### src/rtl/branch_sequencer.sv
// branch_sequencer: fetches 16-bit control words and drives PC control.
// Optional loop counter (LDC/DJNZ) enabled by `BRANCH_SEQ_LOOP_COUNTER_EN.
//
// Ports:
//   clk, rst            clock, synchronous active-high reset
//   pc_addr             current PC address
//   imem_rd_en/addr     instruction read request and registered address
//   imem_ready/rdata    read data valid and instruction word
//   cmp_data            external value compared by CMP
//   resume              leaves HALT
//   jump_control        PC control (00 inc, 01 hold, 10 cond load, 11 load)
//   eq_flag, load_data  compare result and jump target
//   roll_over           one-cycle PC wrap pulse
//   halted, illegal_op  HALT status and undefined-opcode pulse
module branch_sequencer #(
    parameter int LOOP_W = 8
) (
    input  logic        clk,
    input  logic        rst,
    input  logic [11:0] pc_addr,
    output logic        imem_rd_en,
    output logic [11:0] imem_addr,
    input  logic        imem_ready,
    input  logic [15:0] imem_rdata,
    input  logic [11:0] cmp_data,
    input  logic        resume,
    output logic [1:0]  jump_control,
    output logic        eq_flag,
    output logic [11:0] load_data,
    output logic        roll_over,
    output logic        halted,
    output logic        illegal_op
);

    typedef enum logic [1:0] {
        S_FETCH,
        S_WAIT,
        S_ISSUE,
        S_HALT
    } state_t;

    localparam logic [3:0] OP_NOP  = 4'd0;
    localparam logic [3:0] OP_JMP  = 4'd1;
    localparam logic [3:0] OP_CMP  = 4'd2;
    localparam logic [3:0] OP_JEQ  = 4'd3;
    localparam logic [3:0] OP_LDC  = 4'd4;
    localparam logic [3:0] OP_DJNZ = 4'd5;
    localparam logic [3:0] OP_RST  = 4'd6;
    localparam logic [3:0] OP_HALT = 4'd7;

    localparam logic [1:0] JC_INC  = 2'b00;
    localparam logic [1:0] JC_HOLD = 2'b01;
    localparam logic [1:0] JC_COND = 2'b10;
    localparam logic [1:0] JC_LOAD = 2'b11;

    state_t      state;
    logic [15:0] ir;
    logic [3:0]  op;
    logic [11:0] operand;

    assign op      = imem_rdata[15:12];
    assign operand = imem_rdata[11:0];

`ifdef BRANCH_SEQ_LOOP_COUNTER_EN
    logic [LOOP_W-1:0] counter;
    logic [LOOP_W-1:0] cnt_dec;

    // Decrement wraps modulo 2^LOOP_W, so DJNZ from 0 jumps.
    assign cnt_dec = counter - LOOP_W'(1);
`endif

    // Decoded outputs are registered on the WAIT->ISSUE edge so they are
    // valid for exactly the ISSUE cycle; the flag updates land at its end.
    always_ff @(posedge clk) begin
        if (rst) begin
            state        <= S_FETCH;
            ir           <= '0;
            imem_rd_en   <= 1'b0;
            imem_addr    <= '0;
            jump_control <= JC_HOLD;
            load_data    <= '0;
            eq_flag      <= 1'b0;
            roll_over    <= 1'b0;
            halted       <= 1'b0;
            illegal_op   <= 1'b0;
`ifdef BRANCH_SEQ_LOOP_COUNTER_EN
            counter      <= '0;
`endif
        end else begin
            case (state)
                S_FETCH: begin
                    imem_addr    <= pc_addr;
                    imem_rd_en   <= 1'b1;
                    jump_control <= JC_HOLD;
                    roll_over    <= 1'b0;
                    illegal_op   <= 1'b0;
                    state        <= S_WAIT;
                end
                S_WAIT: begin
                    if (imem_ready) begin
                        imem_rd_en <= 1'b0;
                        ir         <= imem_rdata;
                        state      <= S_ISSUE;
                        case (op)
                            OP_NOP: jump_control <= JC_INC;
                            OP_JMP: begin
                                jump_control <= JC_LOAD;
                                load_data    <= operand;
                            end
                            OP_CMP: jump_control <= JC_INC;
                            OP_JEQ: begin
                                jump_control <= JC_COND;
                                load_data    <= operand;
                            end
`ifdef BRANCH_SEQ_LOOP_COUNTER_EN
                            OP_LDC: begin
                                jump_control <= JC_INC;
                                counter      <= operand[LOOP_W-1:0];
                            end
                            OP_DJNZ: begin
                                counter <= cnt_dec;
                                if (cnt_dec != '0) begin
                                    jump_control <= JC_LOAD;
                                    load_data    <= operand;
                                end else begin
                                    jump_control <= JC_INC;
                                end
                            end
`endif
                            OP_RST: begin
                                jump_control <= JC_HOLD;
                                roll_over    <= 1'b1;
`ifdef BRANCH_SEQ_LOOP_COUNTER_EN
                                counter      <= '0;
`endif
                            end
                            OP_HALT: jump_control <= JC_HOLD;
                            default: begin
                                jump_control <= JC_INC;
                                illegal_op   <= 1'b1;
                            end
                        endcase
                    end
                end
                S_ISSUE: begin
                    jump_control <= JC_HOLD;
                    roll_over    <= 1'b0;
                    illegal_op   <= 1'b0;
                    // CMP samples cmp_data here so a following JEQ sees it.
                    if (ir[15:12] == OP_CMP) begin
                        eq_flag <= (ir[11:0] == cmp_data);
                    end else if (ir[15:12] == OP_RST) begin
                        eq_flag <= 1'b0;
                    end
                    if (ir[15:12] == OP_HALT) begin
                        halted <= 1'b1;
                        state  <= S_HALT;
                    end else begin
                        state  <= S_FETCH;
                    end
                end
                S_HALT: begin
                    jump_control <= JC_HOLD;
                    if (resume) begin
                        halted <= 1'b0;
                        state  <= S_FETCH;
                    end
                end
                default: state <= S_FETCH;
            endcase
        end
    end

endmodule

### config.mk
export PLATFORM = sky130hd
export DESIGN_NAME = branch_sequencer
export DESIGN_NICKNAME = d
export VERILOG_FILES = /design/src/rtl/branch_sequencer.sv
export SDC_FILE = /design/constraint.sdc
export NUM_CORES = 1
export LEC_CHECK = 0
export ABC_AREA = 1
export CORE_UTILIZATION = 33
export CTS_BUF_LIST = sky130_fd_sc_hd__clkbuf_8
export CTS_CLUSTER_SIZE = 10
export DETAILED_ROUTE_END_ITERATION = 7
export GPL_ROUTABILITY_DRIVEN = 1
export GPL_TIMING_DRIVEN = 0
export MAX_ROUTING_LAYER = met4
export RECOVER_POWER = 50
export SLEW_MARGIN = 20
export SYNTH_ARGS = -nofsm -noshare
export SYNTH_HDL_FRONTEND = slang
export SYNTH_SLANG_ARGS = --single-unit
### constraint.sdc
create_clock -name clk -period 1.8 [get_ports clk]
set_input_delay 0.18 -clock clk [delete_from_list [all_inputs] [get_ports clk]]
set_output_delay 0.18 -clock clk [all_outputs]
set_load 0.01 [all_outputs]
# [After elaboration in Yosys (flattened, before gate mapping)]
# Index checks and enable logic that the tools add are counted.
[word_totals] elab_cells=66 reg_bits=49 output_inout_bits=31
[classes] n_eq_ne=17 n_mux=20 reduce_logical=19
[op_table] operator="4-bit by 3-bit equality test with 1-bit output (second input constant)" count=4
[op_table] operator="12-bit equality test" count=1
[op_table] operator="4-bit by 2-bit equality test with 1-bit output (second input constant)" count=3
[op_table] operator="3-bit AND reduction" count=4
[op_table] operator="2-bit inequality test (second input constant)" count=5
[op_table] operator="1-bit two-way mux" count=9
[op_table] operator="2-bit two-way mux" count=4
[op_table] operator="1-bit case mux with 2 select lines" count=4
[op_table] operator="2-bit case mux with 4 select lines" count=1
[op_table] operator="2-bit AND reduction" count=4
[op_table] operator="2-bit nonzero test" count=4
[op_table] operator="2-bit case mux with 3 select lines" count=1
[op_table] operator="2-bit OR reduction" count=3
[op_table] operator="6-bit OR reduction" count=1
[op_table] operator="2-bit equality test (second input constant)" count=2
[op_table] operator="4-bit by 1-bit equality test with 1-bit output (second input constant)" count=1
[op_table] operator="4-bit logical NOT" count=1
[op_table] operator="2-bit case mux with 2 select lines" count=1
[op_table] operator="3-bit OR reduction" count=1
[op_table] operator="2-bit by 1-bit equality test with 1-bit output (second input constant)" count=1
[op_table] operator="2-bit logical NOT" count=1

# [Longest topological paths before layout]
# Gate-level depths: netlist (run 1).
[depth] word_depth=5 depth_mapped=8

# [Least setup slack after synthesis (run 1)]
# Ideal clock, no wire load.
[synth_timing] path_type="flip-flop to flip-flop" start="register state[0]" end="register load_data[0]" stages_incl_launch_ff=8 path_slack_ns=0.671 arrival_ns=1.063 n_path_buf=1 t_required_ns=1.734 cell_sequence="dfxtp_1 nand2_2 nor2_4 nand3_2 inv_2 buf_6 o21ai_1 a21oi_2"
[synth_between] elab_chain_cells=2
[synth_rtl] item="start, declared" line_no="56" text="state_t state;"
[synth_rtl] item="start signal, assigned" line_no="76" text="state <= S_FETCH;"
[synth_rtl] item="start signal, assigned" line_no="97" text="state <= S_WAIT;"
[synth_rtl] item="start signal, assigned" line_no="103" text="state <= S_ISSUE;"
[synth_rtl] item="2-bit by 1-bit equality test with 1-bit output" line_no="90" text="case (state)"
[synth_rtl] item="3-bit AND reduction (no source line)"
[synth_rtl] item="end signal, assigned" line_no="108" text="load_data <= operand;"
[synth_rtl] item="end signal, assigned" line_no="113" text="load_data <= operand;"
[synth_rtl] item="end, declared" line_no="29" text="output logic [11:0] load_data,"
# Every way passes these cells.
# A chain may end at the register's enable or synchronous reset.

# [Worst setup path after layout (run 1)]
[layout_timing] start="register state[0]" end="register load_data[7]"
# The elaborated chain is that of the path after synthesis.

==> results of run 1 <==
## registers in the layout, summed over array words and instances (netlist names), 2 cells and up
signal        count
jump_control      2
ir               16
state             2
imem_addr        12
load_data        12
## layout by cell type (no fill, tap or decap), drive strengths merged
cell type / n
dfxtp: 49
a31oi: 1
clkinv: 1
inv: 43
nor2: 51
a41oi: 1
bufinv: 1
dlygate4sd3: 8
buf: 5
a21oi: 29
nand3: 6
nand4: 2
clkbuf: 12
nand2: 51
clkdlybuf4s50: 65
o21ai: 44
nand3b: 1
## worst max path at each step
stage / start / end / slack, ns
2_1_floorplan: state[0] / load_data[0] / 0.67
3_3_place_gp: imem_ready / load_data[3] / 0.19
3_5_place_dp: imem_ready / load_data[4] / 0.18
4_1_cts: load_data[8] / load_data[8] / 0.39
5_1_grt: state[0] / load_data[1] / 0.17
6_report: state[0] / load_data[7] / 0.35
## through the flow
step	hold WS [ns]	power (mW)	setup slack, ns
2_1_floorplan	0.315	1.43	0.671
6_report	0.190	2.42	0.354
3_5_place_dp	0.456	1.66	0.176
5_1_grt	0.184	2.56	0.168
4_1_cts	0.182	2.45	0.391
3_3_place_gp	0.450	1.66	0.193
## per-layer routing
metal / vias up / global-route usage, % / wire [um]
li1: 1069 / - / -
met1: 887 / 23.9 / 2610
met2: 42 / 27.6 / 2290
met3: 7 / 4.27 / 273
met4: 0 / 4.82 / 59
met5: - / - / 0
## power groups by stage
stage                     clock network (mW)  logic, mW  registers [mW]
after floorplan                            0      0.192            1.23
after global placement                     0      0.438            1.22
after detailed placement                   0      0.440            1.22
after CTS                              0.813      0.442            1.20
after global routing                   0.865      0.486            1.21
final                                  0.794      0.432            1.20
## worst register-to-register path, delay by kind of cell (launching register included)
family	cells	cell delay (ns)
and+or+nand+nor	3	0.48
DFF	1	0.44
buffers and inverters	2	0.27
AOI/OAI and AO/OA	2	0.20
## cell type report
| cell class | instances | area (um2) | area share [%] |
|---|---|---|---|
| Timing Repair Buffer | 73 | 731 | 24.4 |
| Inverter | 42 | 158 | 5.27 |
| Sequential cell | 49 | 981 | 32.8 |
| Multi-Input combinational cell | 186 | 853 | 28.5 |
| Buffer | 12 | 62.6 | 2.09 |
| Clock inverter | 3 | 43.8 | 1.46 |
| Tap cell | 75 | 93.8 | 3.14 |
| Clock buffer | 5 | 68.8 | 2.30 |
## cell families (layout without fill, tap and decap cells)
group / Yosys count / count (layout) / share of synthesized area [%]
simple gates: 111 / 111 / 21.7
buf+inv: 54 / 135 / 10.9
flops: 49 / 49 / 47.5
compound gates: 75 / 75 / 19.9
==> out/qor_table.md, run 1 <==
| Group | Metric | Value |
|:---|:---|:---|
| outcome | Status | complete, no violations |
| power and ir drop | Switching power as a share of total power | 26.1% |
| worst setup path | Critical path launch point type | flop |
| worst setup path | Setup slack, reg-to-reg | 0.35 ns |
| floorplanning | Initial Util | 34.4% |
| global route | Final global-route overflow total | 0 |
| worst setup path | Sequence of cells on the critical path | nand2_2 > nor2_4 > nand3_1 > inv_2 > buf_6 > o21ai_1 > a21oi_2 |
| clock tree | CTS H-tree depth | 2 |
| clock tree | Clock tree from TritonCTS | yes |
| worst setup path | Endpoint of the worst register-to-register path | load_data[7] |
| placement | Input/output buffers | 73 |
| drt | Number of nets with antenna violations after routing | 0 |
| placement | Placed Instances | 437 |
| sta | Max-slew violations | 0 |
| clock tree | Buffers inserted during post-CTS setup optimization | 0 |
| finish | Utilization after layout | 49.9% |
| sta | Unrepaired setup endpoints after global routing | false |
| worst setup path | Data arrival time of the critical path | 1.69 ns |
| worst setup path | Crit path max-delay family | simple AND/OR/NAND/NOR gates |
| synth | Nets in the synthesized netlist | 333 |
| clock tree | Skew-Pair Late Insertion Delay | 0.30 ns |
| synth | Post-synthesis sequential area ratio | 47.5% |
| sta | Final clock period utilization by the worst path | 80.3% |
| power and ir drop | Total net switching power | 0.632 mW |
| drt | Post-detailed-route DRC marker count | 0 |
| sta | Aggregate negative setup slack | 0 ns |
| synth | Post-synthesis register bit count | 49 |
| drt | Routed wire length | 5230 um |
| global route | Gr usage total | 18.1% |
| power and ir drop | Share of total power in sequential cells | 49.4% |
| floorplanning | Horizontal die dimension | 81.1 um |
| hold path | Instance count along the most critical hold path | 2 |
| power and ir drop | Logic gate share of total power | 17.8% |
| drt | Via density | 4.51 |
| hold path | Path class of the lowest-slack min-delay path | input pin to flop |
| floorplanning | Height of the chip | 81.1 um |
| clock tree | Number of buffers inserted for hold repair after clock tree synthesis | 0 |
| synth | Library cells used by synthesis | 21 |
| finish | Filler cell count in the final layout | 598 |
| drt | Detailed Route Iter0 Violations | 76 |
| global route | Maximum number of pins on one net before global-route repair | 17 |
| synth | Fraction of post-synthesis cell area in the top cell type by area | 47.5% |
| finish | Area of all placed cells without fillers | 2990 um2 |
| clock tree | Clock-pin slew of the registers on the worst-case setup and hold paths | 0.09 ns |
| global route | Antenna violations before repair | 0 |
| worst setup path | Endpoint class of the critical path | flop |
| worst setup path | Critical path class | flop to flop |
| drt | Detailed-routing iteration count for the pre-antenna-repair pass | 4 |
| clock tree | Cts bufs inserted | 5 |
| worst setup path | Data required time at the worst endpoint | 2.04 ns |
| worst setup path | Count of buffer and inverter cells on the critical path | 2 |
| finish | Final Non-Filler Cells | 445 |
| synth | Main synth FF type | sky130_fd_sc_hd__dfxtp_1 |
| synth | Number of synthesis warnings | 0 |
| worst setup path | Critical path fanouts, max | 10 |
| placement | Standard cell area after detailed placement | 2890 um2 |
| synth | Most frequent cells after synthesis | 50 x sky130_fd_sc_hd__nand2_1, 50 x sky130_fd_sc_hd__nor2_1, 49 x sky130_fd_sc_hd__dfxtp_1, 40 x sky130_fd_sc_hd__inv_1, 36 x sky130_fd_sc_hd__o21ai_0 |
| floorplanning | Die area | 6570 um2 |
| hold path | Startpoint of the most critical hold path | rst |
| sta | Hold violation count in the final report | 0 |
| finish | Number of nets in the finished design | 413 |
| global route | Wire length of the first global-routing pass | 8860 um |
| sta | Final setup violating endpoints | 0 |
| hold path | Hold EP | illegal_op |
| sta | Relative slew slack | 69.8% |
| synth | Synth area leaders | sky130_fd_sc_hd__dfxtp_1 48%, sky130_fd_sc_hd__nand2_1 9.1%, sky130_fd_sc_hd__nor2_1 9.1% |
| synth | Biggest area consumer among synthesized cells | sky130_fd_sc_hd__dfxtp_1 |
| clock tree | Clock sink count | 49 |
| sta | Setup clock skew after layout | 0.00765 ns |
| clock tree | Buffer depth of the longest clock path | 2 |
| flow run | Max cap viols | 0 |
| synth | Gate count after technology mapping | 289 |
| drt | Via count | 2005 |
| clock tree | Post-CTS sizing | 0 |
| placement | GPL Wtd Cong | 0.808 |
| global route | Number of global-route vias before repair | 1886 |
| power and ir drop | Peak ir drop on the vdd network | 0.486 mV |
| power and ir drop | Cell Int Power | 1.79 mW |
| power and ir drop | Areal power density over the cells | 810 nW/um2 |
| sta | Minimum clock period | 1.45 ns |
| worst setup path | Cell type of the slowest stage on the worst timing path | sky130_fd_sc_hd__dfxtp_1 |
| worst setup path | Slowest cell delay on critical path | 0.44 ns |
| synth | Number of enable flip-flop cells after synthesis | 0 |
| power and ir drop | Clock share of power | 32.8% |
| finish | Area growth from synthesis to layout | 45.0% |
| worst setup path | Logic depth of the worst setup path including buffers | 7 |
| sta | Transition time of the tightest slew-check pin | 0.454 ns |
| floorplanning | Core ar. | 5990 um2 |
| finish | Layout cells sized above 1 | 6.22% |
| floorplanning | Boundary pin count | 75 |
| placement | Hpwl dp | 3970 um |
| power and ir drop | Leakage Power | 1.27 nW |
| synth | Fraction of registers with async set/reset | 0% |
| sta | Fmax | 691 MHz |
| clock tree | Clock Root Buffer | sky130_fd_sc_hd__clkbuf_8 |
| synth | Synth Area per Inst | 7.14 um2 |
| worst setup path | Startpoint of the worst-slack reg-to-reg timing path | state[0] |
| worst setup path | Path depth of the worst reg2reg path | 7 |
| floorplanning | Site Rows | 28 |
| finish | Number of antenna repair diodes | 0 |
| synth | Post-synthesis cell area | 2060 um2 |
| drt | Post-DR wirelength/cell | 11.8 um |
Note: power is estimated with default switching activity, not from simulation.
==> run 2, diff against run 1 <==
==> constraint.sdc (replaced) <==
create_clock -name clk -period 1.45 [get_ports clk]
set_input_delay 0.145 -clock clk [delete_from_list [all_inputs] [get_ports clk]]
set_output_delay 0.145 -clock clk [all_outputs]
set_load 0.01 [all_outputs]
==> run 2 against run 1 <==
Effect of this change: global-route usage stayed put; final cell count stayed put; critical endpoint is now jump_control[0]; power is 25% higher; flip-flop and latch count stayed put; core utilization is 0.29 points higher; critical path depth is 6 lower; combinational power is 27% higher; final area is 0.59% higher; via count is 0.15% higher; largest power group unchanged; die area stayed put; sequential power is 24% higher.
==> out/qor_table.md, run 2 (synthesis results as in run 1) <==
| Group | Metric | Value |
|:---|:---|:---|
| outcome | Status | complete, no violations |
| floorplanning | Die area | 6570 um2 |
| clock tree | Buffer depth of the longest clock path | 2 |
| finish | Largest register FFs | 16 |
| drt | Via density | 4.51 |
| sta | Fmax | 736 MHz |
| clock tree | CTS H-tree depth | 2 |
| worst setup path | Critical path launch point type | flop |
| worst setup path | Critical path fanouts, max | 2 |
| clock tree | Cts bufs inserted | 5 |
| worst setup path | Data required time at the worst endpoint | 1.31 ns |
| sta | Relative slew slack | 73.8% |
| finish | Filler cell count in the final layout | 593 |
| worst setup path | Endpoint of the worst register-to-register path | ir[11] |
| clock tree | Clock-pin slew of the registers on the worst-case setup and hold paths | 0.10 ns |
| global route | Gr usage total | 18.1% |
| floorplanning | Initial Util | 34.4% |
| drt | Uppermost routed layer | met4 |
| power and ir drop | Areal power density over the cells | 1010 nW/um2 |
| drt | Routed wire length | 5260 um |
| clock tree | Clock sink count | 49 |
| placement | Hpwl dp | 3970 um |
| clock tree | Clock tree from TritonCTS | yes |
| floorplanning | Core ar. | 5990 um2 |
| power and ir drop | Leakage Power | 1.26 nW |
| worst setup path | Sequence of cells on the critical path | clkdlybuf4s50_1 |
| drt | Post-DR wirelength/cell | 11.8 um |
| drt | Detailed-routing iteration count for the pre-antenna-repair pass | 4 |
| finish | Number of antenna repair diodes | 0 |
| hold path | Path class of the lowest-slack min-delay path | input pin to flop |
| sta | Setup clock skew after layout | 0.0109 ns |
| worst setup path | Data arrival time of the critical path | 1.21 ns |
| finish | Largest registers ranked by flip-flop count | ir (16), imem_addr (12), load_data (12) |
| sta | Final setup violating endpoints | 0 |
| flow run | Max cap viols | 0 |
| worst setup path | Cell type of the slowest stage on the worst timing path | sky130_fd_sc_hd__clkdlybuf4s50_1 |
| clock tree | Buffers inserted during post-CTS setup optimization | 0 |
| finish | Register with the highest flop count | ir |
| clock tree | Skew-Pair Late Insertion Delay | 0.30 ns |
| worst setup path | Logic depth of the worst setup path including buffers | 1 |
| clock tree | Clock Root Buffer | sky130_fd_sc_hd__clkbuf_8 |
| placement | Input/output buffers | 73 |
| global route | Wire length of the first global-routing pass | 8860 um |
| power and ir drop | Peak ir drop on the vdd network | 0.606 mV |
| drt | Number of nets with antenna violations after routing | 0 |
| worst setup path | Startpoint of the worst-slack reg-to-reg timing path | state[1] |
| sta | Minimum clock period | 1.36 ns |
| floorplanning | Boundary pin count | 75 |
| finish | Layout cells sized above 1 | 7.84% |
| sta | Hold violation count in the final report | 0 |
| placement | Standard cell area after detailed placement | 2890 um2 |
| finish | Commonest cells after routing, fill and taps aside | 73 x sky130_fd_sc_hd__clkdlybuf4s50_1, 50 x sky130_fd_sc_hd__nor2_1, 50 x sky130_fd_sc_hd__nand2_1, 48 x sky130_fd_sc_hd__dfxtp_1, 40 x sky130_fd_sc_hd__inv_1 |
| worst setup path | Crit path max-delay family | buffers and inverters |
| floorplanning | Height of the chip | 81.1 um |
| sta | Final clock period utilization by the worst path | 93.7% |
| drt | Detailed Route Iter0 Violations | 83 |
| worst setup path | Count of buffer and inverter cells on the critical path | 1 |
| finish | Area of all placed cells without fillers | 3010 um2 |
| worst setup path | Path depth of the worst reg2reg path | 7 |
| drt | Post-detailed-route DRC marker count | 0 |
| finish | Area growth from synthesis to layout | 45.8% |
| placement | Setup Slack @ Placement | -0.139 ns |
| global route | Antenna violations before repair | 0 |
| drt | Total length of routed met3 wires | 277 um |
| worst setup path | Critical path class | flop to output pin |
| clock tree | Number of buffers inserted for hold repair after clock tree synthesis | 0 |
| global route | Number of global-route vias before repair | 1886 |
| worst setup path | Slowest cell delay on critical path | 0.55 ns |
| placement | GPL Wtd Cong | 0.808 |
| worst setup path | Worst setup path endpoint | jump_control[0] |
| worst setup path | Worst setup path startpoint | jump_control[0] |
| drt | DRT met1 WL | 2630 um |
| finish | Leading cell type in the layout, fill and taps excluded | sky130_fd_sc_hd__clkdlybuf4s50_1 |
| drt | Met2 routed wirelength | 2300 um |
| sta | Max-slew violations | 0 |
| sta | Worst setup slack after layout | 0.0919 ns |
| finish | Number of nets in the finished design | 413 |
| floorplanning | Site Rows | 28 |
| global route | Maximum number of pins on one net before global-route repair | 17 |
| worst setup path | Endpoint class of the critical path | output pin |
| drt | Via count | 2008 |
| worst setup path | Setup slack, reg-to-reg | 0.12 ns |
| floorplanning | Horizontal die dimension | 81.1 um |
| clock tree | Post-CTS sizing | 0 |
| sta | Transition time of the tightest slew-check pin | 0.393 ns |
| global route | Final global-route overflow total | 0 |
## run 2: changes by cell type in the layout (fill, tap and decap cells not counted), moves of 3 or more
cell	delta
sky130_fd_sc_hd__dlygate4sd3_1	-8
sky130_fd_sc_hd__clkbuf_1	-3
sky130_fd_sc_hd__buf_2	+3
sky130_fd_sc_hd__clkdlybuf4s50_1	+8
## run 2: final cells by class
| cell class | count | area, um2 | share of cell area [%] |
|---|---|---|---|
| Sequential cell | 49 | 982 | 32.6 |
| Timing Repair Buffer | 73 | 731 | 24.3 |
| Clock inverter | 3 | 43.8 | 1.46 |
| Clock buffer | 5 | 68.8 | 2.29 |
| Multi-Input combinational cell | 186 | 866 | 28.8 |
| Tap cell | 75 | 93.8 | 3.12 |
| Buffer | 12 | 66.3 | 2.20 |
| Inverter | 42 | 158 | 5.24 |
## run 2: worst min-delay path by stage
stage,startpoint,end,slack [ns],cells after the start
4_1_cts,rst,illegal_op,0.15,2
6_report,rst,illegal_op,0.15,2
5_1_grt,rst,state[1],0.15,2
2_1_floorplan,pc_addr[11],imem_addr[11],0.28,2
3_5_place_dp,illegal_op,illegal_op,0.46,2
3_3_place_gp,imem_rd_en,imem_rd_en,0.45,2
## run 2: power breakdown
part           internal (mW)  switching, mW  total, mW
sequential              1.44         0.0529       1.49
clock                  0.517          0.474      0.992
combinational          0.280          0.267      0.547
## run 2: per-stage QoR
stage	util [%]	cells	power [mW]	TNS, ns	hold slack [ns]
floorplan	-	289	1.77	0	0.280
global placement	48.2	437	2.06	-1.30	0.450
detailed placement	48.2	437	2.06	-1.64	0.456
CTS	50.1	445	3.05	0	0.147
global route	50.2	445	3.19	-0.0329	0.148
finish	50.2	445	3.03	0	0.152
## run 2: metal layers
layer  up-vias  global-route usage, %
li1       1071                      -
met1       882                   23.9
met2        48                   27.6
met3         7                   4.27
met4         0                   4.82
met5         -                      -
==> run 3, diff against run 2 <==
--- a/config.mk
+++ b/config.mk
@@ -6,6 +6,7 @@
 export NUM_CORES = 1
 export LEC_CHECK = 0
 export ABC_AREA = 1
+export CORE_ASPECT_RATIO = 1.5
 export CORE_UTILIZATION = 33
 export CTS_BUF_LIST = sky130_fd_sc_hd__clkbuf_8
 export CTS_CLUSTER_SIZE = 10
==> run 3 against run 2 <==
Effect of this change: non-clock buffer count is 2 higher; final area shrank 0.50%; wire length rose by 5.4%; flip-flop and latch count is the same.
==> out/qor_table.md, run 3 (synthesis results as in run 1) <==
| Group | Metric | Value |
|:---|:---|:---|
| power and ir drop | Switching power as a share of total power | 26.3% |
| clock tree | Skew-Pair Late Insertion Delay | 0.30 ns |
| clock tree | Clock tree from TritonCTS | yes |
| worst setup path | Endpoint class of the critical path | output pin |
| worst setup path | Logic depth of the worst setup path including buffers | 1 |
| finish | Utilization after layout | 50.6% |
| power and ir drop | Clock share of power | 28.1% |
| finish | Number of nets in the finished design | 415 |
| sta | Setup clock skew after layout | 0.00253 ns |
| placement | Hpwl dp | 4080 um |
| finish | Leading cell type in the layout, fill and taps excluded | sky130_fd_sc_hd__clkdlybuf4s50_1 |
| finish | Layout cells sized above 1 | 7.82% |
| sta | Hold violation count in the final report | 0 |
| finish | Final Non-Filler Cells | 443 |
| power and ir drop | Total net switching power | 0.746 mW |
| drt | Post-detailed-route DRC marker count | 0 |
| clock tree | Cts bufs inserted | 5 |
| drt | Via count | 2063 |
| floorplanning | Boundary pin count | 75 |
| clock tree | Clock Root Buffer | sky130_fd_sc_hd__clkbuf_8 |
| worst setup path | Crit path max-delay family | buffers and inverters |
| sta | Fmax | 722 MHz |
| clock tree | CTS H-tree depth | 2 |
| flow run | Max cap viols | 0 |
| floorplanning | Initial Util | 34.9% |
| outcome | Status | complete, no violations |
| worst setup path | Cell type of the slowest stage on the worst timing path | sky130_fd_sc_hd__dlygate4sd3_1 |
| drt | Number of nets with antenna violations after routing | 0 |
| worst setup path | Slowest cell delay on critical path | 0.60 ns |
| worst setup path | Count of buffer and inverter cells on the critical path | 1 |
| sta | Relative slew slack | 67.1% |
| global route | Maximum number of pins on one net before global-route repair | 14 |
| worst setup path | Data arrival time of the critical path | 1.24 ns |
| floorplanning | Site Rows | 34 |
| placement | Standard cell area after detailed placement | 2880 um2 |
| hold path | Path class of the lowest-slack min-delay path | input pin to flop |
| power and ir drop | Final Total Pwr | 2.83 mW |
| finish | Commonest cells after routing, fill and taps aside | 65 x sky130_fd_sc_hd__clkdlybuf4s50_1, 50 x sky130_fd_sc_hd__nor2_1, 50 x sky130_fd_sc_hd__nand2_1, 48 x sky130_fd_sc_hd__dfxtp_1, 41 x sky130_fd_sc_hd__inv_1 |
| sta | Final clock period utilization by the worst path | 95.5% |
| worst setup path | Critical path class | flop to output pin |
| global route | Wire length of the first global-routing pass | 8970 um |
| placement | GPL Wtd Cong | 0.767 |
| global route | Final global-route overflow total | 0 |
| floorplanning | Core ar. | 5910 um2 |
| global route | Gr usage total | 18.6% |
| finish | Area growth from synthesis to layout | 45.1% |
| power and ir drop | Areal power density over the cells | 946 nW/um2 |
| floorplanning | Die area | 6580 um2 |
| sta | Max-slew violations | 0 |
| drt | Routed wire length | 5550 um |
| floorplanning | Horizontal die dimension | 66.6 um |
| drt | Post-DR wirelength/cell | 12.5 um |
| drt | Detailed Route Iter0 Violations | 53 |
| worst setup path | Data required time at the worst endpoint | 1.31 ns |
| finish | Largest register FFs | 16 |
| clock tree | Clock-pin slew of the registers on the worst-case setup and hold paths | 0.08 ns |
| power and ir drop | Logic gate share of total power | 19.5% |
| power and ir drop | Cell Int Power | 2.09 mW |
| global route | Number of global-route vias before repair | 1977 |
| placement | Input/output buffers | 73 |
| floorplanning | Height of the chip | 98.8 um |
| global route | Antenna violations before repair | 0 |
| clock tree | Buffer depth of the longest clock path | 2 |
| hold path | Instance count along the most critical hold path | 2 |
| worst setup path | Critical path fanouts, max | 2 |
| power and ir drop | Leakage Power | 1.28 nW |
| sta | Minimum clock period | 1.38 ns |
| finish | Number of antenna repair diodes | 0 |
| finish | Largest registers ranked by flip-flop count | ir (16), imem_addr (12), load_data (12) |
| clock tree | Clock sink count | 49 |
| power and ir drop | Share of total power in sequential cells | 52.4% |
| sta | Transition time of the tightest slew-check pin | 0.494 ns |
| worst setup path | Path depth of the worst reg2reg path | 7 |
| worst setup path | Sequence of cells on the critical path | dlygate4sd3_1 |
| power and ir drop | Peak ir drop on the vdd network | 0.488 mV |
| clock tree | Number of buffers inserted for hold repair after clock tree synthesis | 0 |
| worst setup path | Critical path launch point type | flop |
| finish | Area of all placed cells without fillers | 2990 um2 |
| finish | Register with the highest flop count | ir |
| drt | Detailed-routing iteration count for the pre-antenna-repair pass | 4 |
| placement | Placed Instances | 434 |
| sta | Final setup violating endpoints | 0 |
| drt | Via density | 4.66 |
| sta | Unrepaired setup endpoints after global routing | false |
[run 3: metrics by stage]
| step | setup WS [ns] | hold slack (ns) | TNS (ns) |
|---|---|---|---|
| after CTS | 0.00959 | 0.139 | 0 |
| after global placement | -0.191 | 0.454 | -2.91 |
| after floorplan | 0.321 | 0.280 | 0 |
| after detailed placement | -0.233 | 0.453 | -3.85 |
| after global routing | 0.0182 | 0.154 | 0 |
| final | 0.0659 | 0.142 | 0 |
[run 3: metal layers]
metal / share of wire, % / track usage [%] / vias up
met5: 0 / - / -
met4: 2.1 / 7.20 / 0
met3: 4.5 / 4.63 / 10
met2: 50 / 31.2 / 60
met1: 44 / 20.6 / 922
li1: - / - / 1071
[run 3: power by group through the flow]
stage / Combinational [mW] / Clock [mW] / Sequential, mW
finish: 0.554 / 0.795 / 1.48
global route: 0.620 / 0.871 / 1.50
CTS: 0.556 / 0.821 / 1.48
detailed placement: 0.552 / 0 / 1.51
global placement: 0.548 / 0 / 1.51
floorplan: 0.238 / 0 / 1.53
[run 3: timing repair]
| action | 4_1_cts | 5_1_grt |
|---|---|---|
| setup endpoints to repair | 0 | 13 |
| gates resized for setup | 0 | 2 |
| setup buffers | 0 | 2 |
[run 3: worst paths after layout]
| path | start | to | slack, ns |
|---|---|---|---|
| setup / recovery | load_data[11] | load_data[11] | 0.07 |
| hold / removal | rst | roll_over | 0.14 |
| setup reg to reg | state[1] | ir[11] | 0.13 |
| hold reg to reg | roll_over | roll_over | 0.46 |
[run 3: cell type report]
type | instances | area, um2
clock buffer | 6 | 82.6
clock inverter | 1 | 3.75
fill | 602 | 2920
buffer | 12 | 66.3
tap | 72 | 90.1
multi-input combinational | 186 | 866
sequential | 49 | 982
timing repair buffer | 75 | 746
inverter | 42 | 158
